==> src/rtl/memory_stage_pkg.sv <==
// Shared definitions for the memory stage: data/opcode widths, memory opcode
// encodings, FSM state type and the byte-lane / store-data helpers used by
// the top level. The width and opcode macros are defined once here so every
// file that imports this package sees identical values.

`ifndef MEMORY_STAGE_DEFS
`define MEMORY_STAGE_DEFS
`define DWIDTH        32
`define OPCODE_WIDTH  6
`define OP_LB         6'b100000
`define OP_LH         6'b100001
`define OP_LW         6'b100011
`define OP_LBU        6'b100100
`define OP_LHU        6'b100101
`define OP_SB         6'b101000
`define OP_SH         6'b101001
`define OP_SW         6'b101011
`endif

package memory_stage_pkg;

    localparam int DWIDTH       = `DWIDTH;
    localparam int OPCODE_WIDTH = `OPCODE_WIDTH;

    localparam logic [OPCODE_WIDTH-1:0] OP_LB  = `OP_LB;
    localparam logic [OPCODE_WIDTH-1:0] OP_LH  = `OP_LH;
    localparam logic [OPCODE_WIDTH-1:0] OP_LW  = `OP_LW;
    localparam logic [OPCODE_WIDTH-1:0] OP_LBU = `OP_LBU;
    localparam logic [OPCODE_WIDTH-1:0] OP_LHU = `OP_LHU;
    localparam logic [OPCODE_WIDTH-1:0] OP_SB  = `OP_SB;
    localparam logic [OPCODE_WIDTH-1:0] OP_SH  = `OP_SH;
    localparam logic [OPCODE_WIDTH-1:0] OP_SW  = `OP_SW;

    typedef enum logic {
        ST_IDLE = 1'b0,
        ST_WAIT = 1'b1
    } ms_state_t;

    typedef enum logic [1:0] {
        SZ_BYTE = 2'd0,
        SZ_HALF = 2'd1,
        SZ_WORD = 2'd2
    } mem_size_t;

    function automatic logic is_mem_op(input logic [OPCODE_WIDTH-1:0] op);
        case (op)
            OP_LB, OP_LH, OP_LW, OP_LBU, OP_LHU,
            OP_SB, OP_SH, OP_SW: return 1'b1;
            default:             return 1'b0;
        endcase
    endfunction

    function automatic logic is_store(input logic [OPCODE_WIDTH-1:0] op);
        return (op == OP_SB) || (op == OP_SH) || (op == OP_SW);
    endfunction

    function automatic mem_size_t op_size(input logic [OPCODE_WIDTH-1:0] op);
        case (op)
            OP_LB, OP_LBU, OP_SB: return SZ_BYTE;
            OP_LH, OP_LHU, OP_SH: return SZ_HALF;
            default:              return SZ_WORD;
        endcase
    endfunction

    function automatic logic is_aligned(input mem_size_t sz, input logic [1:0] off);
        case (sz)
            SZ_BYTE: return 1'b1;
            SZ_HALF: return ~off[0];
            default: return (off == 2'b00);
        endcase
    endfunction

    // Little-endian lanes: byte offset a selects lane a.
    function automatic logic [3:0] lane_sel(input mem_size_t sz, input logic [1:0] off);
        case (sz)
            SZ_BYTE: return 4'b0001 << off;
            SZ_HALF: return 4'b0011 << off;
            default: return 4'b1111;
        endcase
    endfunction

    // Replicate narrow store data across the word so whichever lanes are
    // enabled by sel carry the right bytes.
    function automatic logic [DWIDTH-1:0] store_data(input mem_size_t sz,
                                                     input logic [DWIDTH-1:0] rt);
        case (sz)
            SZ_BYTE: return {4{rt[7:0]}};
            SZ_HALF: return {2{rt[15:0]}};
            default: return rt;
        endcase
    endfunction

endpackage

==> src/rtl/memory_stage_load_align.sv <==
// load_align: combinational extraction of load data from a bus word.
// Ports:
//   rdata  - raw 32-bit word returned by the bus
//   off    - byte offset addr[1:0] of the original access
//   opcode - load opcode (LB/LH/LBU/LHU sized, LW and others unmodified)
//   data   - aligned, sign- or zero-extended result

module load_align
    import memory_stage_pkg::*;
(
    input  logic [DWIDTH-1:0]       rdata,
    input  logic [1:0]              off,
    input  logic [OPCODE_WIDTH-1:0] opcode,
    output logic [DWIDTH-1:0]       data
);

    logic [7:0]  byte_val;
    logic [15:0] half_val;

    always_comb begin
        case (off)
            2'd0:    byte_val = rdata[7:0];
            2'd1:    byte_val = rdata[15:8];
            2'd2:    byte_val = rdata[23:16];
            default: byte_val = rdata[31:24];
        endcase
        // Halfwords only ever arrive aligned, so off[1] picks the half.
        half_val = off[1] ? rdata[31:16] : rdata[15:0];

        case (opcode)
            OP_LB:   data = {{24{byte_val[7]}}, byte_val};
            OP_LBU:  data = {24'd0, byte_val};
            OP_LH:   data = {{16{half_val[15]}}, half_val};
            OP_LHU:  data = {16'd0, half_val};
            default: data = rdata;
        endcase
    end

endmodule

==> src/rtl/memory_stage.sv <==
// memory_stage: pipeline memory stage. Non-memory instructions pass through
// in one cycle; loads/stores issue a single bus request, wait for ack with a
// timeout, then emit one result pulse.
// Ports:
//   ms_clk, ms_rst            - clock, synchronous active-high reset
//   ms_i_*                    - instruction from execute (ce, alu value,
//                               store data, opcode, rd, regwrite)
//   ms_o_stall                - upstream hold while a bus access is pending
//   ms_o_mem_* / ms_i_mem_*   - word-aligned bus request and ack/rdata
//   ms_o_ce, ms_o_data, ms_o_rd_addr, ms_o_regwrite - writeback result pulse
//   ms_o_misalign, ms_o_bus_err                     - fault pulses
//
// state | meaning
// ------+--------------------------------------------------------------
// IDLE  | no bus access; accepts a new instruction each cycle
// WAIT  | request on the bus, holding it stable until ack or timeout

module memory_stage
    import memory_stage_pkg::*;
#(
    parameter int TIMEOUT_CYCLES = 15
) (
    input  logic                    ms_clk,
    input  logic                    ms_rst,
    input  logic                    ms_i_ce,
    input  logic [DWIDTH-1:0]       ms_i_alu_value,
    input  logic [DWIDTH-1:0]       ms_i_data_rt,
    input  logic [OPCODE_WIDTH-1:0] ms_i_opcode,
    input  logic [4:0]              ms_i_rd_addr,
    input  logic                    ms_i_regwrite,
    output logic                    ms_o_stall,
    output logic                    ms_o_mem_req,
    output logic                    ms_o_mem_we,
    output logic [DWIDTH-1:0]       ms_o_mem_addr,
    output logic [DWIDTH-1:0]       ms_o_mem_wdata,
    output logic [3:0]              ms_o_mem_sel,
    input  logic                    ms_i_mem_ack,
    input  logic [DWIDTH-1:0]       ms_i_mem_rdata,
    output logic                    ms_o_ce,
    output logic [DWIDTH-1:0]       ms_o_data,
    output logic [4:0]              ms_o_rd_addr,
    output logic                    ms_o_regwrite,
    output logic                    ms_o_misalign,
    output logic                    ms_o_bus_err
);

    localparam int CW = $clog2(TIMEOUT_CYCLES + 1);

    ms_state_t                state_r, state_nxt;
    logic [CW-1:0]            cnt_r, cnt_nxt;
    logic                     req_r, req_nxt;
    logic                     we_r, we_nxt;
    logic [DWIDTH-1:0]        addr_r, addr_nxt;
    logic [DWIDTH-1:0]        wdata_r, wdata_nxt;
    logic [3:0]               sel_r, sel_nxt;
    logic [1:0]               off_r, off_nxt;
    logic [OPCODE_WIDTH-1:0]  op_r, op_nxt;
    logic [4:0]               prd_r, prd_nxt;
    logic                     prw_r, prw_nxt;
    logic                     oce_r, oce_nxt;
    logic [DWIDTH-1:0]        odata_r, odata_nxt;
    logic [4:0]               ord_r, ord_nxt;
    logic                     orw_r, orw_nxt;
    logic                     mis_r, mis_nxt;
    logic                     berr_r, berr_nxt;

    logic [DWIDTH-1:0]        load_data;
    mem_size_t                in_size;
    logic [1:0]               in_off;

    assign in_size = op_size(ms_i_opcode);
    assign in_off  = ms_i_alu_value[1:0];

    load_align u_load_align (
        .rdata  (ms_i_mem_rdata),
        .off    (off_r),
        .opcode (op_r),
        .data   (load_data)
    );

    always_comb begin
        state_nxt = state_r;
        cnt_nxt   = cnt_r;
        req_nxt   = req_r;
        we_nxt    = we_r;
        addr_nxt  = addr_r;
        wdata_nxt = wdata_r;
        sel_nxt   = sel_r;
        off_nxt   = off_r;
        op_nxt    = op_r;
        prd_nxt   = prd_r;
        prw_nxt   = prw_r;
        oce_nxt   = 1'b0;
        odata_nxt = odata_r;
        ord_nxt   = ord_r;
        orw_nxt   = 1'b0;
        mis_nxt   = 1'b0;
        berr_nxt  = 1'b0;

        case (state_r)
            ST_IDLE: begin
                if (ms_i_ce) begin
                    if (!is_mem_op(ms_i_opcode)) begin
                        oce_nxt   = 1'b1;
                        odata_nxt = ms_i_alu_value;
                        ord_nxt   = ms_i_rd_addr;
                        orw_nxt   = ms_i_regwrite;
                    end else if (!is_aligned(in_size, in_off)) begin
                        // Report the faulting address; never write back.
                        oce_nxt   = 1'b1;
                        mis_nxt   = 1'b1;
                        odata_nxt = ms_i_alu_value;
                        ord_nxt   = ms_i_rd_addr;
                    end else begin
                        state_nxt = ST_WAIT;
                        cnt_nxt   = CW'(TIMEOUT_CYCLES - 1);
                        req_nxt   = 1'b1;
                        we_nxt    = is_store(ms_i_opcode);
                        addr_nxt  = {ms_i_alu_value[DWIDTH-1:2], 2'b00};
                        wdata_nxt = store_data(in_size, ms_i_data_rt);
                        sel_nxt   = lane_sel(in_size, in_off);
                        off_nxt   = in_off;
                        op_nxt    = ms_i_opcode;
                        prd_nxt   = ms_i_rd_addr;
                        prw_nxt   = ms_i_regwrite;
                    end
                end
            end
            ST_WAIT: begin
                // Ack is tested first so it wins over a same-cycle timeout.
                if (ms_i_mem_ack) begin
                    state_nxt = ST_IDLE;
                    cnt_nxt   = '0;
                    req_nxt   = 1'b0;
                    we_nxt    = 1'b0;
                    oce_nxt   = 1'b1;
                    ord_nxt   = prd_r;
                    if (!we_r) begin
                        odata_nxt = load_data;
                        orw_nxt   = prw_r;
                    end
                end else if (cnt_r == '0) begin
                    state_nxt = ST_IDLE;
                    req_nxt   = 1'b0;
                    we_nxt    = 1'b0;
                    oce_nxt   = 1'b1;
                    berr_nxt  = 1'b1;
                    ord_nxt   = prd_r;
                end else begin
                    cnt_nxt = cnt_r - CW'(1);
                end
            end
            default: state_nxt = ST_IDLE;
        endcase
    end

    always_ff @(posedge ms_clk) begin
        if (ms_rst) begin
            state_r <= ST_IDLE;
            cnt_r   <= '0;
            req_r   <= 1'b0;
            we_r    <= 1'b0;
            addr_r  <= '0;
            wdata_r <= '0;
            sel_r   <= '0;
            off_r   <= '0;
            op_r    <= '0;
            prd_r   <= '0;
            prw_r   <= 1'b0;
            oce_r   <= 1'b0;
            odata_r <= '0;
            ord_r   <= '0;
            orw_r   <= 1'b0;
            mis_r   <= 1'b0;
            berr_r  <= 1'b0;
        end else begin
            state_r <= state_nxt;
            cnt_r   <= cnt_nxt;
            req_r   <= req_nxt;
            we_r    <= we_nxt;
            addr_r  <= addr_nxt;
            wdata_r <= wdata_nxt;
            sel_r   <= sel_nxt;
            off_r   <= off_nxt;
            op_r    <= op_nxt;
            prd_r   <= prd_nxt;
            prw_r   <= prw_nxt;
            oce_r   <= oce_nxt;
            odata_r <= odata_nxt;
            ord_r   <= ord_nxt;
            orw_r   <= orw_nxt;
            mis_r   <= mis_nxt;
            berr_r  <= berr_nxt;
        end
    end

    assign ms_o_stall     = (state_r == ST_WAIT);
    assign ms_o_mem_req   = req_r;
    assign ms_o_mem_we    = we_r;
    assign ms_o_mem_addr  = addr_r;
    assign ms_o_mem_wdata = wdata_r;
    assign ms_o_mem_sel   = sel_r;
    assign ms_o_ce        = oce_r;
    assign ms_o_data      = odata_r;
    assign ms_o_rd_addr   = ord_r;
    assign ms_o_regwrite  = orw_r;
    assign ms_o_misalign  = mis_r;
    assign ms_o_bus_err   = berr_r;

endmodule

==> config.mk <==
export PLATFORM = sky130hd
export DESIGN_NAME = memory_stage
export DESIGN_NICKNAME = d
export VERILOG_FILES = /design/src/rtl/memory_stage_pkg.sv /design/src/rtl/memory_stage_load_align.sv /design/src/rtl/memory_stage.sv
export SDC_FILE = /design/constraint.sdc
export NUM_CORES = 1
export LEC_CHECK = 0
export ABC_AREA = 1
export CORE_MARGIN = 2
export CORE_UTILIZATION = 40
export CTS_BUF_LIST = sky130_fd_sc_hd__clkbuf_8
export CTS_CLUSTER_DIAMETER = 120
export DETAILED_ROUTE_END_ITERATION = 7
export PLACE_DENSITY = 0.71
export SETUP_SLACK_MARGIN = 0.1
export SYNTH_ARGS = -nofsm -noshare
export SYNTH_HDL_FRONTEND = slang
export SYNTH_HIERARCHICAL = 1
export SYNTH_SLANG_ARGS = --single-unit
==> constraint.sdc <==
create_clock -name ms_clk -period 2.52 [get_ports ms_clk]
set_clock_uncertainty 0.1 [all_clocks]
set_input_delay 0.252 -clock ms_clk [delete_from_list [all_inputs] [get_ports ms_clk]]
set_output_delay 0.252 -clock ms_clk [all_outputs]
set_load 0.01 [all_outputs]
# Yosys cells after proc, flatten, opt, wreduce, memory -nomap -nowiden
# Cells that the tools add are included.
[op_classes] add_sub_neg=1 n_eq_ne=23 n_shift=2 mux=58 bitwise_logic=4 n_reduce_logical=16
[ops] cell="32-bit 2-to-1 mux" n=5
[ops] cell="32-bit one-hot mux with 2 select lines" n=2
[ops] cell="32-bit one-hot mux with 4 select lines" n=1
[ops] cell="6-bit == test, second input constant" n=12
[ops] cell="1-bit 2-to-1 mux" n=28
[ops] cell="5-bit 2-to-1 mux" n=5
[ops] cell="8-bit one-hot mux with 3 select lines" n=1
[ops] cell="4-bit 2-to-1 mux" n=5
[ops] cell="16-bit 2-to-1 mux" n=1
[ops] cell="4-bit one-hot mux with 2 select lines" n=2
[ops] cell="4-bit AND reduction" n=4
[ops] cell="1-bit one-hot mux with 2 select lines" n=6
[ops] cell="2-bit != test, second input constant" n=5
[ops] cell="5-bit one-hot mux with 2 select lines" n=1
[ops] cell="3-bit OR reduction" n=3
[ops] cell="8-bit OR reduction" n=1
[ops] cell="2-bit logical NOT" n=3
[ops] cell="3-bit != test, second input constant" n=2
[ops] cell="2-bit by 1-bit == test with 1-bit output, second input constant" n=2
[ops] cell="4-bit logical NOT" n=1
[ops] cell="1-bit inverter" n=4
[ops] cell="2-bit one-hot mux with 2 select lines" n=1
[ops] cell="4-bit OR reduction" n=1
[ops] cell="1-bit by 2-bit left shift with 4-bit output, first input constant" n=1
[ops] cell="6 further kinds" n=7
[word_totals] register_bits=128 inputBits=112 output_inout_bits=112 wordCells=121

# Logic depth before layout (Yosys ltp)
[logic_depth] word_depth=12 mapped_depth=12 ltp_nobuf=10

# By module
# The synthesis kept the hierarchy.
[modules_own_cells] module="memory_stage" instances=1 cells_per_inst=891 area_each_um2=5746.8 seq_area_each_um2=2562.5
[modules_own_cells] module="load_align" instances=1 cells_per_inst=222 area_each_um2=1058.5 seq_area_each_um2=0.0

# Worst setup path before layout
# OpenSTA, ideal clock, no wires.
[synth_path] path_type="flip-flop to flip-flop" start="reg state_r (netlist: ms_o_stall)" end="reg odata_r[11] (netlist: ms_o_data[11])" setup_ns=0.113 t_arrival_ns=1.351 t_required_ns=2.307 slack_ns=0.956 stages_incl_launch_ff=8 n_path_buf=2 synth_period_minus_slack_ns=1.564 cell_sequence="dfxtp_1 > clkbuf_1 > nor2_1 > a21oi_1 > nand2_1 > buf_1 > nor2_1 > nor2_1"
[synth_between] elab_chain_len=3 elab_cells_between_ends=7 cone_classes="eq/ne (4); mux (1); bitwise (1); reduce/logical (1)"
[synth_lines] element="start: declaration" line_no="memory_stage.sv:49" source="ms_state_t state_r, state_nxt;"
[synth_lines] element="start signal: assignment" line_no="memory_stage.sv:177" source="state_r <= state_nxt;"
[synth_lines] element="1-bit inverter"
[synth_lines] element="3-bit != test (no source line) / 2-bit != test (equally long branches)"
[synth_lines] element="4-bit AND reduction (no source line)"
[synth_lines] element="end signal: assignment" line_no="memory_stage.sv:189" source="odata_r <= odata_nxt;"
[synth_lines] element="end: declaration" line_no="memory_stage.sv:61" source="logic [DWIDTH-1:0] odata_r, odata_nxt;"
# Parallel ways exist; a longest one is shown, timed or not.
# A chain may end at the register's enable or synchronous reset.

# Worst setup path after layout
[layout_path] start="reg state_r (netlist: ms_o_stall)" end="out ms_o_stall"
[layout_rtl] element="end: declaration" line_no="memory_stage.sv:31" source="output logic ms_o_stall,"
# No word-level cell between the ends.

==> impl_metrics.yaml <==
place:
  gp_congestion: 0.934
  io_buffers: 221
  hpwl_mm: 15.8
die:
  core_um2: 16600
  fp.dieW_um: 134
  die-area_um2: 18100
  num_rows: 47
  start_util_pct: 41.0
  die_h_um: 134
  ios: 224
layout:
  fin_util_pct: 58.0
  layout_common_cells: "nand2_1 (348), nor2_1 (243), clkdlybuf4s50_1 (221)"
  drive_gt1_share_pct: 5.68
  final_common_cell: "nand2_1"
  antenna_cells: 0
  layout-area-overhead-vs-synth_pct: 41.3
  final_nets: 1422
global_routing:
  grt_pass1_vias: 6943
  grt_usage_pct: 24.7
  antenna_found_initial: 0
  overflow: 0
  grt_pass1_wl_mm: 35.7
  grt_start_max_net_pins: 108
power:
  p_sw_share_pct: 26.3
  p_seq_share_pct: 42.5
  p_leak_nw: 4.52
  pwr-share-clk_pct: 41.6
  p_int_mw: 3.70
  ir_drop_uv: 351
  p_sw_mw: 1.32
  pwr-share-comb_pct: 15.9
  powerDensity_nw_per_um2: 522
critical_path:
  regToRegSetupSlack_ns: 0.52
  startpoint: "ms_o_stall"
  cp_data_required_time_ns: 2.17
  reg2reg_from: "off_r[0]"
  critPathMaxFanout: 47
  cp-endpoint: "ms_o_stall"
  reg2reg_depth: 10
  worstSetupStartpointType: "flip-flop"
  path_class: "flip-flop to output port"
  cp.arrival_ns: 1.85
  end_kind: "output port"
  worstReg2RegEnd: "ms_o_data[24]"
clock_tree:
  cts_buffers: 17
  clk_latency_ns: 0.45
  cts-hold-fix-buffers: 0
  htreeDepth: 4
  path_clk_slew_ns: 0.09
  clock_sinks: 128
  cts_tree: "built"
  clock_path_buffers: 2
  post_cts_resized: 0
  root_buffer: "clkbuf_8"
  postCtsSetupBuffers: 0
timing:
  hold_viol: 0
  tns_ns: 0
  slew_headroom_pct: 55.0
  fmax_ghz: 0.454
  worst_slew_pin_slew_ns: 0.672
  drv_slew: 0
  rsz0062_at_grt: "false"
  finalCritPeriodShare_pct: 87.3
  finalSetupViolCount: 0
  period_needed_ns: 2.20
detailed_routing:
  viasPerCell: 4.90
  drt_iter0_drc: 513
  antenna_left: 0
  dr_total_vias: 7549
  drt_first_pass_iters: 8
  routed_wl_mm: 22.5
  drc: 0
  wl_per_cell_um: 14.6
yosys:
  synth_compound_area_share_pct: 8.60
  synth_seq_cells: 128
  synthesis.instances: 1113
  yosysWarnings: 6
  syn-cell-area_um2: 6810
  yosysSeqAreaShare_pct: 37.7
  synthSimpleGateAreaFrac_pct: 43.4
  synthDistinctLibCells: 31
  syn_area_per_cell_um2: 6.11
  synth_top_family_by_area: "simple AND/OR/NAND/NOR gates"
  synth_xor_area_share_pct: 0
  post_synth_fa_ha_maj_area_fraction_pct: 0.368
  synth.mux.area_fraction_pct: 0
worst_hold_path:
  hp-class: "primary input to flip-flop"
  whs_path_depth: 3
  min_from: "ms_i_data_rt[4]"
run_status:
  run_status: "finished, final reports clean"
run:
  maxCapViolations: 0
-- critical path, cell delays in order (launching register included) --
cell,delay (ns)
dfxtp_2,0.34
buf_4,0.41
clkdlybuf4s50_1,0.63
-- synthesized netlist by cell type (all sizes together) --
cell type	n	area (um^2)
nand4	9	56.3
nand3b	1	7.51
nor4	1	6.26
nor3	2	10.0
a21oi	25	125
o211ai	8	60.1
clkbuf	33	125
o21ai	77	385
nand2	352	1340
nand3	102	583
inv	88	330
conb	1	3.75
o21a	2	15.0
clkinv	3	11.3
ha	2	25.0
or2	1	8.76
buf	32	208
nor2	246	946
dfxtp	128	2560
-- sequential cells by signal, summed over array words and instances (netlist names) --
signal          count
cnt_r               4
ms_o_bus_err        1
ms_o_ce             1
ms_o_data          32
ms_o_mem_addr      30
ms_o_mem_req        1
ms_o_mem_sel        4
ms_o_mem_wdata     32
ms_o_mem_we         1
ms_o_misalign       1
ms_o_rd_addr        5
ms_o_regwrite       1
ms_o_stall          1
off_r               2
op_r                6
prd_r               5
prw_r               1
-- final cells by class --
class	count	area, um^2
inverters	91	342
multi-input cells	830	3570
clock inverters	13	210
fillers	1644	6970
well taps	220	275
flip-flops and latches	128	2560
clock buffers	18	248
repair buffers	240	2400
-- power groups by stage --
stage	logic [mW]	registers [mW]	clock network [mW]
5_1_grt	0.879	2.14	2.21
3_3_place_gp	0.788	2.18	0
4_1_cts	0.799	2.14	2.13
3_5_place_dp	0.796	2.18	0
2_1_floorplan	0.339	2.21	0
6_report	0.799	2.14	2.09
-- metal layers --
layer | wire [um] | global-route usage [%]
met1 | 9910 | 31.7
met2 | 10300 | 39.8
met3 | 1980 | 7.52
met4 | 330 | 8.13
met5 | 0 | 0
-- kinds of logic after synthesis --
group,Yosys count
buffers and inverters,156
DFF,128
adders and majority gates,2
other,1
and+or+nand+nor,714
AOI/OAI and AO/OA,112
-- through the flow --
stage	power, mW	hold slack, ns	area, um^2	cells	setup WS [ns]
floorplan	2.55	0.229	6810	1114	0.956
global route	5.24	0.280	9620	1540	0.209
CTS	5.07	0.254	9620	1540	0.273
global placement	2.97	0.347	9160	1509	0.276
finish	5.02	0.278	9620	1540	0.319
detailed placement	2.98	0.354	9160	1509	0.213
-- worst min path at each step --
stage / end
CTS: ms_o_mem_wdata[4]
finish: ms_o_mem_wdata[4]
global route: ms_o_mem_wdata[0]
floorplan: ms_o_bus_err
detailed placement: ms_o_mem_wdata[4]
global placement: ms_o_mem_wdata[29]
(Power assumes the default switching activity.)
